`config.mk`:
```
export PLATFORM = sky130hd
export DESIGN_NAME = flash_cmd_seq
export DESIGN_NICKNAME = d
export VERILOG_FILES = /design/src/rtl/flash_cmd_pkg.sv /design/src/rtl/flash_bus_cycle.sv /design/src/rtl/flash_cmd_seq.sv
export SDC_FILE = /design/constraint.sdc
export NUM_CORES = 1
export LEC_CHECK = 0
export ABC_AREA = 1
export CORE_MARGIN = 3
export CORE_UTILIZATION = 50
export DETAILED_ROUTE_END_ITERATION = 6
export PLACE_DENSITY = 0.75
export SETUP_SLACK_MARGIN = 0.3
export SLEW_MARGIN = 20
export SYNTH_ARGS = -nofsm -noshare
export SYNTH_HDL_FRONTEND = slang
export SYNTH_HIERARCHICAL = 1
export SYNTH_SLANG_ARGS = --single-unit
```
`constraint.sdc`:
```
create_clock -name CLK_50MHZ -period 2.1 [get_ports CLK_50MHZ]
set_input_delay 0.42 -clock CLK_50MHZ [delete_from_list [all_inputs] [get_ports CLK_50MHZ]]
set_output_delay 0.42 -clock CLK_50MHZ [all_outputs]
set_load 0.01 [all_outputs]
```
`src/rtl/flash_cmd_pkg.sv`:
```
// Shared definitions for the StrataFlash command sequencer: request op codes,
// flash command bytes, status-register bit positions, FSM encodings and the
// status error reduction used after a program/erase poll.
package flash_cmd_pkg;

  typedef enum logic [1:0] {
    OP_READ    = 2'd0,
    OP_PROGRAM = 2'd1,
    OP_ERASE   = 2'd2,
    OP_STATUS  = 2'd3
  } op_e;

  localparam logic [7:0] CMD_READ_ARRAY    = 8'hFF;
  localparam logic [7:0] CMD_PROGRAM       = 8'h40;
  localparam logic [7:0] CMD_ERASE_SETUP   = 8'h20;
  localparam logic [7:0] CMD_ERASE_CONFIRM = 8'hD0;
  localparam logic [7:0] CMD_READ_STATUS   = 8'h70;
  localparam logic [7:0] CMD_CLEAR_STATUS  = 8'h50;

  localparam int SR_READY     = 7;
  localparam int SR_ERASE_ERR = 5;
  localparam int SR_PROG_ERR  = 4;
  localparam int SR_VPP_ERR   = 3;
  localparam int SR_LOCK_ERR  = 1;

  // Sequencer FSM states.
  typedef enum logic [2:0] {
    ST_IDLE  = 3'd0,
    ST_ISSUE = 3'd1,
    ST_WAIT  = 3'd2,
    ST_NEXT  = 3'd3,
    ST_RESP  = 3'd4
  } state_e;

  // Position inside a request's bus-cycle list.
  typedef enum logic [2:0] {
    PH_CMD1     = 3'd0,  // first command write (FF/70/40/20)
    PH_CMD2     = 3'd1,  // program data or erase confirm
    PH_POLL_CMD = 3'd2,  // W 70 before polling
    PH_POLL_RD  = 3'd3,  // status read, repeated until ready
    PH_CLEAR    = 3'd4,  // W 50
    PH_FINAL    = 3'd5,  // W FF back to read-array mode
    PH_READ     = 3'd6,  // single read for READ / STATUS
    PH_VERIFY   = 3'd7   // optional program readback
  } phase_e;

  // Any of the failure flags reported by the device after program/erase.
  function automatic logic status_err(input logic [7:0] sr);
    return sr[SR_ERASE_ERR] | sr[SR_PROG_ERR] | sr[SR_VPP_ERR] | sr[SR_LOCK_ERR];
  endfunction

endpackage

```
`src/rtl/flash_bus_cycle.sv`:
```
// One bridge bus cycle: registers the request, pulses fb_start for a single
// clock, holds address/data/direction until the next start and captures
// fb_rdata on the fb_done clock. fb_done outside a cycle is ignored.
module flash_bus_cycle
  #(parameter int ADDR_W = 8)
  (
  input  logic              clk,
  input  logic              rst,
  input  logic              start,
  input  logic [ADDR_W-1:0] addr,
  input  logic [7:0]        wdata,
  input  logic              rw,
  output logic              busy,
  output logic              done,
  output logic [7:0]        rdata,
  output logic [ADDR_W-1:0] fb_addr,
  output logic [7:0]        fb_wdata,
  output logic              fb_rw,
  output logic              fb_start,
  input  logic              fb_done,
  input  logic [7:0]        fb_rdata
  );

  logic              busy_r;
  logic              start_r;
  logic [ADDR_W-1:0] addr_r;
  logic [7:0]        wdata_r;
  logic              rw_r;
  logic [7:0]        rdata_r;

  // Launch, hold and complete a single bus cycle.
  always_ff @(posedge clk) begin
    if (rst) begin
      busy_r  <= 1'b0;
      start_r <= 1'b0;
      addr_r  <= '0;
      wdata_r <= 8'h00;
      rw_r    <= 1'b0;
      rdata_r <= 8'h00;
    end else begin
      start_r <= 1'b0;
      if (start && !busy_r) begin
        busy_r  <= 1'b1;
        start_r <= 1'b1;
        addr_r  <= addr;
        wdata_r <= wdata;
        rw_r    <= rw;
      end else if (busy_r && fb_done) begin
        busy_r  <= 1'b0;
        rdata_r <= fb_rdata;
      end
    end
  end

  assign busy     = busy_r;
  assign done     = busy_r & fb_done;
  assign rdata    = rdata_r;
  assign fb_addr  = addr_r;
  assign fb_wdata = wdata_r;
  assign fb_rw    = rw_r;
  assign fb_start = start_r;

endmodule

```
`src/rtl/flash_cmd_seq.sv`:
```
// StrataFlash command sequencer. Expands READ / PROGRAM / ERASE / STATUS
// requests into bridge bus cycles, polls status to completion with a
// saturating counter bounded by POLL_LIMIT, and returns data plus an error flag.
// Optional build macro FLASH_SEQ_VERIFY_EN: PROGRAM reads the byte back after
// the final W FF, flags a mismatch and returns the readback byte.
module flash_cmd_seq
  import flash_cmd_pkg::*;
  #(parameter int POLL_LIMIT = 1024,
    parameter int ADDR_W     = 8)
  (
  input  logic              CLK_50MHZ,
  input  logic              RST,
  input  logic              req_valid,
  output logic              req_ready,
  input  logic [1:0]        req_op,
  input  logic [ADDR_W-1:0] req_addr,
  input  logic [7:0]        req_data,
  output logic              rsp_valid,
  output logic [7:0]        rsp_data,
  output logic              rsp_err,
  output logic [ADDR_W-1:0] fb_addr,
  output logic [7:0]        fb_wdata,
  input  logic [7:0]        fb_rdata,
  output logic              fb_rw,
  output logic              fb_start,
  input  logic              fb_done
  );

  localparam int              CNT_W   = $clog2(POLL_LIMIT + 1);
  localparam logic [CNT_W-1:0] CNT_MAX = CNT_W'(POLL_LIMIT);

  state_e            state_r, state_d;
  phase_e            phase_r, phase_d;
  op_e               op_r;
  logic [ADDR_W-1:0] addr_r;
  logic [7:0]        data_r;
  logic [CNT_W-1:0]  cnt_r, cnt_d, cnt_inc_s;
  logic [7:0]        res_data_r, res_data_d;
  logic              res_err_r, res_err_d;
  logic              rsp_valid_r, rsp_valid_d;
  logic              req_ready_r, req_ready_d;
  logic              accept_s;
  logic              cyc_start_s, cyc_rw_s, cyc_busy_s, cyc_done_s;
  logic [7:0]        cyc_wdata_s, cyc_rdata_s;

  assign accept_s  = req_ready_r & req_valid;
  assign cnt_inc_s = (cnt_r == CNT_MAX) ? cnt_r : cnt_r + CNT_W'(1);

  flash_bus_cycle #(.ADDR_W(ADDR_W)) u_bus (
    .clk      (CLK_50MHZ),
    .rst      (RST),
    .start    (cyc_start_s),
    .addr     (addr_r),
    .wdata    (cyc_wdata_s),
    .rw       (cyc_rw_s),
    .busy     (cyc_busy_s),
    .done     (cyc_done_s),
    .rdata    (cyc_rdata_s),
    .fb_addr  (fb_addr),
    .fb_wdata (fb_wdata),
    .fb_rw    (fb_rw),
    .fb_start (fb_start),
    .fb_done  (fb_done),
    .fb_rdata (fb_rdata)
  );

  // State register plus step position, poll counter and result bytes.
  always_ff @(posedge CLK_50MHZ) begin
    if (RST) begin
      state_r    <= ST_IDLE;
      phase_r    <= PH_CMD1;
      cnt_r      <= '0;
      res_data_r <= 8'h00;
      res_err_r  <= 1'b0;
    end else begin
      state_r    <= state_d;
      phase_r    <= phase_d;
      cnt_r      <= cnt_d;
      res_data_r <= res_data_d;
      res_err_r  <= res_err_d;
    end
  end

  // Latch the request fields at accept; they stay fixed for the whole request.
  always_ff @(posedge CLK_50MHZ) begin
    if (RST) begin
      op_r   <= OP_READ;
      addr_r <= '0;
      data_r <= 8'h00;
    end else if (accept_s) begin
      op_r   <= op_e'(req_op);
      addr_r <= req_addr;
      data_r <= req_data;
    end else begin
      op_r   <= op_r;
      addr_r <= addr_r;
      data_r <= data_r;
    end
  end

  // Next state: walk the step list of the latched op, deciding after each bus cycle.
  always_comb begin
    state_d    = state_r;
    phase_d    = phase_r;
    cnt_d      = cnt_r;
    res_data_d = res_data_r;
    res_err_d  = res_err_r;
    case (state_r)
      ST_IDLE: begin
        if (accept_s) begin
          state_d = ST_ISSUE;
          phase_d = PH_CMD1;
          cnt_d   = '0;
        end else begin
          state_d = ST_IDLE;
        end
      end
      ST_ISSUE: begin
        if (!cyc_busy_s) begin
          state_d = ST_WAIT;
        end else begin
          state_d = ST_ISSUE;
        end
      end
      ST_WAIT: begin
        if (cyc_done_s) begin
          state_d = ST_NEXT;
        end else begin
          state_d = ST_WAIT;
        end
      end
      ST_NEXT: begin
        state_d = ST_ISSUE;
        case (phase_r)
          PH_CMD1: begin
            if (op_r == OP_READ || op_r == OP_STATUS) begin
              phase_d = PH_READ;
            end else begin
              phase_d = PH_CMD2;
            end
          end
          PH_CMD2:     phase_d = PH_POLL_CMD;
          PH_POLL_CMD: phase_d = PH_POLL_RD;
          PH_POLL_RD: begin
            cnt_d = cnt_inc_s;
            if (cyc_rdata_s[SR_READY]) begin
              res_data_d = cyc_rdata_s;
              res_err_d  = status_err(cyc_rdata_s);
              phase_d    = PH_CLEAR;
            end else if (cnt_inc_s == CNT_MAX) begin
              // Timed out: skip the status clear, just return to read-array.
              res_data_d = cyc_rdata_s;
              res_err_d  = 1'b1;
              phase_d    = PH_FINAL;
            end else begin
              phase_d = PH_POLL_RD;
            end
          end
          PH_CLEAR: phase_d = PH_FINAL;
          PH_FINAL: begin
`ifdef FLASH_SEQ_VERIFY_EN
            if (op_r == OP_PROGRAM) begin
              phase_d = PH_VERIFY;
            end else begin
              state_d = ST_RESP;
            end
`else
            state_d = ST_RESP;
`endif
          end
          PH_READ: begin
            res_data_d = cyc_rdata_s;
            res_err_d  = 1'b0;
            state_d    = ST_RESP;
          end
          PH_VERIFY: begin
            res_data_d = cyc_rdata_s;
            res_err_d  = res_err_r | (cyc_rdata_s != data_r);
            state_d    = ST_RESP;
          end
          default: state_d = ST_IDLE;
        endcase
      end
      ST_RESP: state_d = ST_IDLE;
      default: state_d = ST_IDLE;
    endcase
  end

  // Outputs: bus-cycle request in ISSUE, handshake flags decoded from the next state.
  always_comb begin
    cyc_start_s = 1'b0;
    cyc_rw_s    = 1'b0;
    cyc_wdata_s = 8'h00;
    rsp_valid_d = (state_d == ST_RESP);
    req_ready_d = (state_d == ST_IDLE);
    if (state_r == ST_ISSUE) begin
      cyc_start_s = 1'b1;
      case (phase_r)
        PH_CMD1: begin
          case (op_r)
            OP_READ:    cyc_wdata_s = CMD_READ_ARRAY;
            OP_STATUS:  cyc_wdata_s = CMD_READ_STATUS;
            OP_PROGRAM: cyc_wdata_s = CMD_PROGRAM;
            OP_ERASE:   cyc_wdata_s = CMD_ERASE_SETUP;
            default:    cyc_wdata_s = CMD_READ_ARRAY;
          endcase
        end
        PH_CMD2: begin
          if (op_r == OP_PROGRAM) begin
            cyc_wdata_s = data_r;
          end else begin
            cyc_wdata_s = CMD_ERASE_CONFIRM;
          end
        end
        PH_POLL_CMD: cyc_wdata_s = CMD_READ_STATUS;
        PH_POLL_RD:  cyc_rw_s    = 1'b1;
        PH_CLEAR:    cyc_wdata_s = CMD_CLEAR_STATUS;
        PH_FINAL:    cyc_wdata_s = CMD_READ_ARRAY;
        PH_READ:     cyc_rw_s    = 1'b1;
        PH_VERIFY:   cyc_rw_s    = 1'b1;
        default:     cyc_wdata_s = 8'h00;
      endcase
    end else begin
      cyc_start_s = 1'b0;
    end
  end

  // Registered handshake outputs; ready and response pulse are mutually exclusive.
  always_ff @(posedge CLK_50MHZ) begin
    if (RST) begin
      rsp_valid_r <= 1'b0;
      req_ready_r <= 1'b1;
    end else begin
      rsp_valid_r <= rsp_valid_d;
      req_ready_r <= req_ready_d;
    end
  end

  assign req_ready = req_ready_r;
  assign rsp_valid = rsp_valid_r;
  assign rsp_data  = res_data_r;
  assign rsp_err   = res_err_r;

endmodule

```
==> impl_metrics.toml, run 1 <==
[run_status]
status = "complete, no violations"

[finish]
nNetsFinal = 635
final_layout_size_suffix_gt1_share_pct = 15.6
area_growth_pct = 30.2
n_antenna_cell = 0
seq_area_sq_um = 1480
final_core_util_pct = 68.3
fillers = 612
multiInputGateArea_sq_um = 1980

[die]
pin_count = 59
dieArea_sq_um = 8300
start_util_pct = 52.5
core_sq_um = 6910
die_w_um = 91.1
core.rowCount = 30
chipHeight_um = 91.1

[grt]
grt_pass1_vias = 3222
grt_pass1_wl_um = 14800
grt_use_total_pct = 21.8
grt_max_degree = 27
grt_remaining_overflow = 0
antenna_found_initial = 0

[logic_synthesis]
async_reset_ff_share_pct = 0
syn_inst = 530
synth_most_common_cell = "nor2_1"
synth_seq_cells = 73
synth_top_area_cell = "dfxtp_1"
synth_nets = 566
synth_area_leaders = "dfxtp_1, nor2_1, nand2_1, inv_1, nand3_1"
avgSynthCellArea_sq_um = 6.84
ys.warnings.count = 6
synth_top_cells_by_count = "nor2_1, nand2_1, dfxtp_1"
syn-cell-area_sq_um = 3620
synth_edf_count = 0
yosys.cell_types.count = 37
synth-seq-area-share_pct = 40.3
synth.top_cell.area_share_pct = 40.3
synth_ff_type = "dfxtp_1"

[cts]
numCtsBuffers = 9
cts_root_buffer = "clkbuf_8"
clock_latency_ps = 360
clock_sinks = 73
path_clk_slew_ps = 80
clockBufferDepth = 2
cts_tree = "yes"
cts_max_level = 3

[sta]
skew_ps = 9.30
setup_viol_count_final = 0
timing.hold.ws_ps = 462
post-route-min-period_ps = 1800
tns_ps = 0
hold_viol = 0
clock.fmax_ghz = 0.555
final.period_utilization_pct = 85.8
timing.final.ws_setup_ps = 299
slew_headroom_pct = 67.8
rsz0062_at_grt = "yes"
worst_slew_pin_slew_ps = 482
slew_viol_final = 0

[setup_path]
critical_path.top_delay_family = "simple AND/OR/NAND/NOR gates"
crit_cells = 13
ff2ff_path_depth = 13
worst_ep_required_time_ps = 2350
arrival_ps = 2050
critPathBufInv = 1
crit_top_cell = "nand2_1"
slowest_stage = "dfxtp_4"
cp-end-kind = "register"
startpoint_type = "register"
worstSetupPathType = "register to register"
cp_max_fo = 6
cp_cell_sequence = "inv_4 > ha_4 > nand2_1 > nor2_1 > nand3_1 > nand2_1 > nand2_1 > nor2_2 > nand3_4 > nand3_4 > nand2_4 > nand2_2 > a21oi_1"
max_stage_delay_ps = 380

[route]
vias = 3621
final_antenna_net_count = 0
dr.pass1.iters = 5
drt_iter0_markers = 286
wl_per_cell_um = 12.9
drc = 0
routed_via_density = 5.17
finalWirelength_um = 9010

[place]
gp_congestion = 0.904
hpwlAfterDp_um = 6370
portBuffers = 58
dp_slack_ps = 203

[pwr]
powerDensity_nw_per_um2 = 740
design_power_total_mw = 3.49
cellLeakagePower_nw = 1.91
ir_drop_v = 0.000359

[run]
maxCapViolations = 0

[hold_path]
hold_depth = 2
hold_class = "register to register"
-- worst reg2reg max path, delay by kind of cell (launching register included) --
| kind | cells | cell delay [ps] |
|---|---|---|
| simple gates | 10 | 1030 |
| flops | 1 | 380 |
| fa+ha+maj | 1 | 140 |
| compound gates | 1 | 60 |
| buf+inv | 1 | 70 |
-- per-stage QoR --
step | cell area [sq um] | cells
floorplan | 3620 | 530
global placement | 4300 | 677
detailed placement | 4300 | 677
CTS | 4550 | 696
global route | 4720 | 700
finish | 4720 | 700
-- cell type report --
| type | instances | area share, % |
|---|---|---|
| Multi-Input combinational cell | 377 | 41.9 |
| Sequential cell | 73 | 31.4 |
| Timing Repair Buffer | 71 | 14.4 |
| Inverter | 67 | 5.62 |
| Clock buffer | 10 | 2.70 |
| Tap cell | 96 | 2.55 |
| Clock inverter | 6 | 1.43 |
-- path summary, 6_finish.rpt --
kind | slack, ps | endpoint | start
min reg2reg | 460 | rsp_data[7]$_SDFFE_PP0P_ | rsp_data[7]$_SDFFE_PP0P_
max reg2reg | 300 | rsp_data[4]$_SDFFE_PP0P_ | cnt_r[1]$_SDFFE_PP0P_
max | 300 | rsp_data[4]$_SDFFE_PP0P_ | cnt_r[1]$_SDFFE_PP0P_
min | 460 | rsp_data[7]$_SDFFE_PP0P_ | rsp_data[7]$_SDFFE_PP0P_
-- flip-flops by register name, indices dropped and copies added, names as in the netlist --
signal          count
addr_r              8
cnt_r              11
data_r              8
op_r                2
phase_r             3
req_ready           1
rsp_data            8
rsp_err             1
rsp_valid           1
state_r             3
u_bus/busy          1
u_bus/fb_addr       8
u_bus/fb_rw         1
u_bus/fb_start      1
u_bus/fb_wdata      8
u_bus/rdata         8
-- timing repair --
action | 4_1_cts | 5_1_grt
pin swaps | 3 | 15
endpoints found under the setup margin | 10 | 15
gates resized for setup | 12 | 42
cloned | 2 | 0
hold buffers | 0 | 0
buffers inserted | 1 | 4
-- metal layers --
metal / global-route usage [%] / wire length (um) / vias to the layer above
li1: - / - / 1844
met1: 29.2 / 4090 / 1653
met2: 34.3 / 4250 / 116
met3: 4.64 / 559 / 8
met4: 8.29 / 106 / 0
met5: 0 / 0 / -
-- report_power, final --
group | internal (mW) | leakage, nW | switching [mW]
combinational | 0.348 | 1.21 | 0.428
sequential | 1.51 | 0.602 | 0.0967
clock | 0.553 | 0.0929 | 0.557
-- cell families (layout without fill, tap and decap cells) --
group | count (synthesis) | in the layout | synth area share (%)
simple gates | 286 | 288 | 35.6
fa+ha+maj | 6 | 6 | 2.07
buf+inv | 82 | 154 | 9.39
flops | 73 | 73 | 40.3
compound gates | 78 | 78 | 11.2
xor+xnor | 5 | 5 | 1.42
-- layout by cell type, fill, tap and decap left out, types with 2 or more instances in the layout --
cell type / Yosys / final
nand3_1: 43 / 40
inv_2: 5 / 6
clkdlybuf4s50_1: 0 / 58
clkbuf_8: 0 / 9
nand3b_1: 2 / 2
nor2_4: 3 / 8
nand3_2: 5 / 5
nor4_1: 3 / 3
ha_1: 6 / 4
a21oi_1: 37 / 37
buf_4: 2 / 13
nor2_1: 103 / 96
inv_4: 1 / 4
nor2_2: 5 / 7
dfxtp_1: 73 / 62
inv_1: 59 / 55
nand4_1: 5 / 5
xor2_1: 3 / 3
dfxtp_4: 0 / 3
nand2_4: 2 / 4
a31oi_1: 3 / 3
a211oi_1: 2 / 2
clkinvlp_4: 0 / 3
nand2_2: 5 / 8
nor3_1: 9 / 9
ha_4: 0 / 2
dfxtp_2: 0 / 8
o21ai_0: 32 / 31
nand2_1: 95 / 91
nand3_4: 1 / 5
Power figures use the tool's default switching activity.
==> inputs of run 2 (changes only) <==
--- a/config.mk
+++ b/config.mk
@@ -8,10 +8,10 @@
 export ABC_AREA = 1
 export CORE_MARGIN = 3
 export CORE_UTILIZATION = 50
+export CTS_CLUSTER_DIAMETER = 120
 export DETAILED_ROUTE_END_ITERATION = 6
 export PLACE_DENSITY = 0.75
 export SETUP_SLACK_MARGIN = 0.3
-export SLEW_MARGIN = 20
 export SYNTH_ARGS = -nofsm -noshare
 export SYNTH_HDL_FRONTEND = slang
 export SYNTH_HIERARCHICAL = 1
==> results of run 2 <==
Final layout, timing and power as in run 1 (identical DEF).
